File: config.mk
export PLATFORM = sky130hd
export DESIGN_NAME = reg_ctx_engine
export DESIGN_NICKNAME = d
export VERILOG_FILES = /design/src/rtl/reg_ctx_engine.sv
export SDC_FILE = /design/constraint.sdc
export NUM_CORES = 1
export LEC_CHECK = 0
export BUFFER_PORTS_ARGS = -buffer_cell sky130_fd_sc_hd__buf_2
export CORE_AREA = 8 8 162 164
export DETAILED_ROUTE_END_ITERATION = 10
export DIE_AREA = 0 0 170 172
export GPL_TIMING_DRIVEN = 0
export PLACE_DENSITY = 0.62
export SYNTH_ARGS = -nofsm -noshare
export SYNTH_HDL_FRONTEND = slang
export SYNTH_SLANG_ARGS = --single-unit
File: constraint.sdc
create_clock -name CLK -period 4.97 [get_ports CLK]
set_input_delay 0.994 -clock CLK [delete_from_list [all_inputs] [get_ports CLK]]
set_output_delay 0.994 -clock CLK [all_outputs]
set_load 0.1 [all_outputs]
File: src/rtl/reg_ctx_engine.sv
// reg_ctx_engine: register-file context save/restore engine.
//
// SAVE copies the whole register file into an internal shadow buffer, one
// register per cycle. RESTORE writes the shadow buffer back into the register
// file, one register per cycle. While an operation runs, the engine owns the
// register file X-port through OWN.
//
// Ports
//   CLK      in   clock, rising edge
//   RST      in   synchronous active-high reset
//   SAVE     in   single-cycle request to snapshot the register file
//   RESTORE  in   single-cycle request to write the snapshot back
//   RF_DOUT  in   [DW]  register file X-port read data (combinational from RF_ADR)
//   RF_ADR   out  [AW]  register file X-port address while OWN=1
//   RF_DIN   out  [DW]  register file write data
//   RF_WR    out  register file write enable
//   OWN      out  engine owns the register file address and write path
//   BUSY     out  a save or restore is in progress
//   DONE     out  one-cycle pulse in the first idle cycle after an operation
//   ERR      out  one-cycle pulse when a restore is rejected (no valid snapshot)
//   VALID    out  shadow buffer holds a complete snapshot
module reg_ctx_engine #(
    parameter  int DW    = 8,
    parameter  int NREGS = 32,   // must be a power of two
    localparam int AW    = $clog2(NREGS)
) (
    input  logic          CLK,
    input  logic          RST,
    input  logic          SAVE,
    input  logic          RESTORE,
    input  logic [DW-1:0] RF_DOUT,
    output logic [AW-1:0] RF_ADR,
    output logic [DW-1:0] RF_DIN,
    output logic          RF_WR,
    output logic          OWN,
    output logic          BUSY,
    output logic          DONE,
    output logic          ERR,
    output logic          VALID
);

    typedef enum logic [1:0] {
        IDLE      = 2'd0,
        SAVING    = 2'd1,
        RESTORING = 2'd2
    } state_t;

    localparam logic [AW-1:0] LAST = AW'(NREGS - 1);

    state_t        state, state_nxt;
    logic [AW-1:0] idx, idx_nxt;
    logic          valid, valid_nxt;
    logic          done, done_nxt;
    logic          err, err_nxt;

    logic [DW-1:0] shadow [NREGS];

    // State register
    always_ff @(posedge CLK) begin
        if (RST) begin
            state <= IDLE;
            idx   <= '0;
            valid <= 1'b0;
            done  <= 1'b0;
            err   <= 1'b0;
        end else begin
            state <= state_nxt;
            idx   <= idx_nxt;
            valid <= valid_nxt;
            done  <= done_nxt;
            err   <= err_nxt;
        end
    end

    // Shadow buffer has no reset: VALID alone says whether it is usable.
    // The write is gated by RST so an aborted save stops immediately.
    always_ff @(posedge CLK) begin
        if (!RST && state == SAVING)
            shadow[idx] <= RF_DOUT;
    end

    // Next-state and outputs
    always_comb begin
        state_nxt = state;
        idx_nxt   = idx;
        valid_nxt = valid;
        done_nxt  = 1'b0;
        err_nxt   = 1'b0;
        RF_ADR    = '0;
        RF_DIN    = '0;
        RF_WR     = 1'b0;
        OWN       = 1'b0;
        BUSY      = 1'b0;

        case (state)
            IDLE: begin
                // SAVE wins over a simultaneous RESTORE, with no ERR.
                if (SAVE) begin
                    state_nxt = SAVING;
                    idx_nxt   = '0;
                    valid_nxt = 1'b0;   // a partial snapshot is never valid
                end else if (RESTORE) begin
                    if (valid) begin
                        state_nxt = RESTORING;
                        idx_nxt   = '0;
                    end else begin
                        err_nxt = 1'b1;
                    end
                end
            end

            SAVING: begin
                OWN     = 1'b1;
                BUSY    = 1'b1;
                RF_ADR  = idx;
                idx_nxt = idx + AW'(1);   // wraps to 0 after LAST
                if (idx == LAST) begin
                    state_nxt = IDLE;
                    done_nxt  = 1'b1;
                    valid_nxt = 1'b1;
                end
            end

            RESTORING: begin
                OWN     = 1'b1;
                BUSY    = 1'b1;
                RF_ADR  = idx;
                RF_WR   = 1'b1;
                RF_DIN  = shadow[idx];
                idx_nxt = idx + AW'(1);
                if (idx == LAST) begin
                    state_nxt = IDLE;
                    done_nxt  = 1'b1;
                end
            end

            default: begin
                state_nxt = IDLE;
                idx_nxt   = '0;
            end
        endcase
    end

    assign DONE  = done;
    assign ERR   = err;
    assign VALID = valid;

endmodule
==> impl_metrics.csv <==
group,metric,value,unit
place,post-place-ws,1.38,ns
global_routing,grt_pass1_wl,33.8,mm
layout,final_common_cell,"edfxtp_1",
cts,numCtsBuffers,26,
place,gp_congestion,0.842,
timing,fin_setup_tns,0,ns
cts,clk_pin_slew,0.06,ns
global_routing,grt_use_total,15.7,%
global_routing,grt_overflow,0,
cts,htree_levels,1,
synthesis,synth_ff_type,"edfxtp_1",
synthesis,async_flop_share,0,%
critical_path,critPathMostFrequentCell,"buf_4",
critical_path,crit_arrival,3.26,ns
timing,hold_viol,0,
cts,cts_resized,0,
timing,fmax,235,MHz
detailed_routing,wl,22.8,mm
cts,root_buffer,"clkbuf_16",
detailed_routing,final_antenna_net_count,0,
timing,setup_violations,0,
die,dieHeight,172,um
critical_path,end_kind,"output port",
cts,clock_latency,0.52,ns
detailed_routing,wl_per_cell,24.3,um
run_status,outcome,"completed",
cts,cts.path.max_buffers,3,
place,placed_cell_area,11200,um^2
cts,post_cts_buffers,0,
cts,cts_hold_buffers,0,
global_routing,antenna_found_initial,0,
die,die-area,29200,um^2
pwr,finalPower,5370,uW
synthesis,syn_inst,536,
critical_path,worstPathCellList,"buf_4 -> buf_4 -> nor2_1 -> a221oi_1 -> o21ai_0 -> a31oi_1 -> buf_2",
critical_path,crit_slowest_cell,"a221oi_1",
synthesis,synth-seq-cells,271,
critical_path,worstSetupPathType,"flop to output port",
synthesis,synthesis.nets,556,
pwr,p_leak,0.00376,uW
timing,rsz0062_at_grt,"no",
timing,period_minus_slack,4.25,ns
critical_path,worstSetupStartpointType,"flop",
synthesis,synth_cell_type_count,38,
die,rows,57,
critical_path,ff2ff_setup_slack,2.51,ns
pwr,p_per_area,443,nW/um^2
layout,n_antenna_cell,0,
layout,nets,614,
synthesis,synth_edf_count,256,
global_routing,grt_max_degree,33,
layout,final_layout_size_suffix_gt1_share,23.5,%
timing,holdWs,0.544,ns
place,portBuffers,30,
layout,design_area,12100,um^2
critical_path,worstPathRequired,3.98,ns
timing,fin_ws,0.715,ns
critical_path,slowest_delay,0.50,ns
detailed_routing,drt_pass1_iterations,8,
die,ios,31,
die,core,23800,um^2
timing,timing.final.crit_share,85.6,%
synthesis,yosys_warnings,0,
synthesis,avgSynthCellArea,19.9,um^2
timing,fin_worst_skew,0.0110,ns
timing,slew_headroom,34.1,%
pwr,vdd_drop_max,565,uV
critical_path,critPathBufInv,3,
timing,tightest_slew,0.986,ns
detailed_routing,drt-vias-per-instance,5.69,
cts,cts.sinks,271,
run,maxCapViolCount,0,
layout,syn2layout_area_growth,13.4,%
cts,cts_tree,"done",
min_path,hp-class,"flop to flop",
die,start_util,44.9,%
synthesis,synth.cell_area,10700,um^2
place,dp_hpwl,14.8,mm
detailed_routing,via_count,5329,
layout,final_cell_mix,"256 x edfxtp_1, 43 x mux4_2, 37 x nor2_1, 33 x buf_2, 27 x clkbuf_16",
critical_path,worst-path-max-fanout,10,
synthesis,ys_seq_area_share,74.7,%
global_routing,grt_pass1_vias,5444,
die,dieWidth,170,um
detailed_routing,drc,0,
timing,drv_slew,0,
critical_path,cpLargestDelayFamily,"buffers and inverters",
detailed_routing,drt_iter0_drc,547,
## cell usage after synthesis, drive strengths merged, types with 4 or more instances
master  instances  area share, %
a21oi           9           0.42
nor2b           4           0.23
inv             5           0.18
a22oi           8           0.56
o21ai           8           0.37
buf            20            1.3
mux4           56             12
nand2          12           0.42
ha              8           0.94
dfxtp          15            2.8
nand3           7           0.33
a31oi           8           0.47
and2            7           0.41
nor2           37            1.3
mux2           16            1.7
o221ai          8           0.66
a221oi          6           0.49
edfxtp        256             72
clkbuf          9           0.32
mux2i          17            1.6
## cell type report
cell class,count,area (um^2)
plain buffers,29,169
clock buffers,38,727
clock inverters,9,146
fillers,1949,11700
inverters,5,18.8
multi-input cells,231,2520
flip-flops and latches,271,7990
well taps,324,405
repair buffers,30,150
## stage by stage
step,utilization [%],cells
CTS,50.9,937
finish,50.9,937
detailed placement,47.2,890
global placement,47.2,890
global route,50.9,937
floorplan,-,536
## state kept, by name, indices dropped and copies added, names as in the netlist, named ones only
signal / cells
VALID: 1
ERR: 1
idx: 5
state: 2
DONE: 1
shadow: 256
## per-layer routing
layer / vias to the layer above / global-route usage, % / routed length, um
li1: 2320 / - / -
met1: 2788 / 21.5 / 10100
met2: 188 / 25.7 / 10800
met3: 33 / 2.17 / 1250
met4: 0 / 5.23 / 589
met5: - / 0 / 0
## logic make-up after synthesis
family                     share of synthesized area (%)
buffers and inverters                               1.76
muxes                                               15.5
DFF                                                 74.7
adders and majority gates                          0.936
and+or+nand+nor                                     3.66
AOI/OAI and AO/OA                                   3.42
## power breakdown
part | internal [uW] | leakage [uW] | total [uW] | switching, uW
sequential | 2520 | 0.00242 | 2540 | 20.7
clock | 1220 | 0.000422 | 2010 | 794
combinational | 240 | 0.000917 | 812 | 572
total | 3980 | 0.00376 | 5370 | 1390
## worst reg2reg max path, stage by stage, from the launching register on
cell     delay [ns]
dfxtp_1        0.33
inv_1          0.08
ha_1           0.20
nor2b_1        0.31
nand2_1        0.31
nor2_1         0.85
## worst paths after layout
kind | from | endpoint | cells after the start
worst min-delay path | VALID | ERR | 1
worst min register to register | VALID | ERR | 1
worst max-delay path | flop | RF_DIN[7] | 7
worst max register to register | state[1] | shadow[2][4] | 5
(Power assumes the default switching activity.)
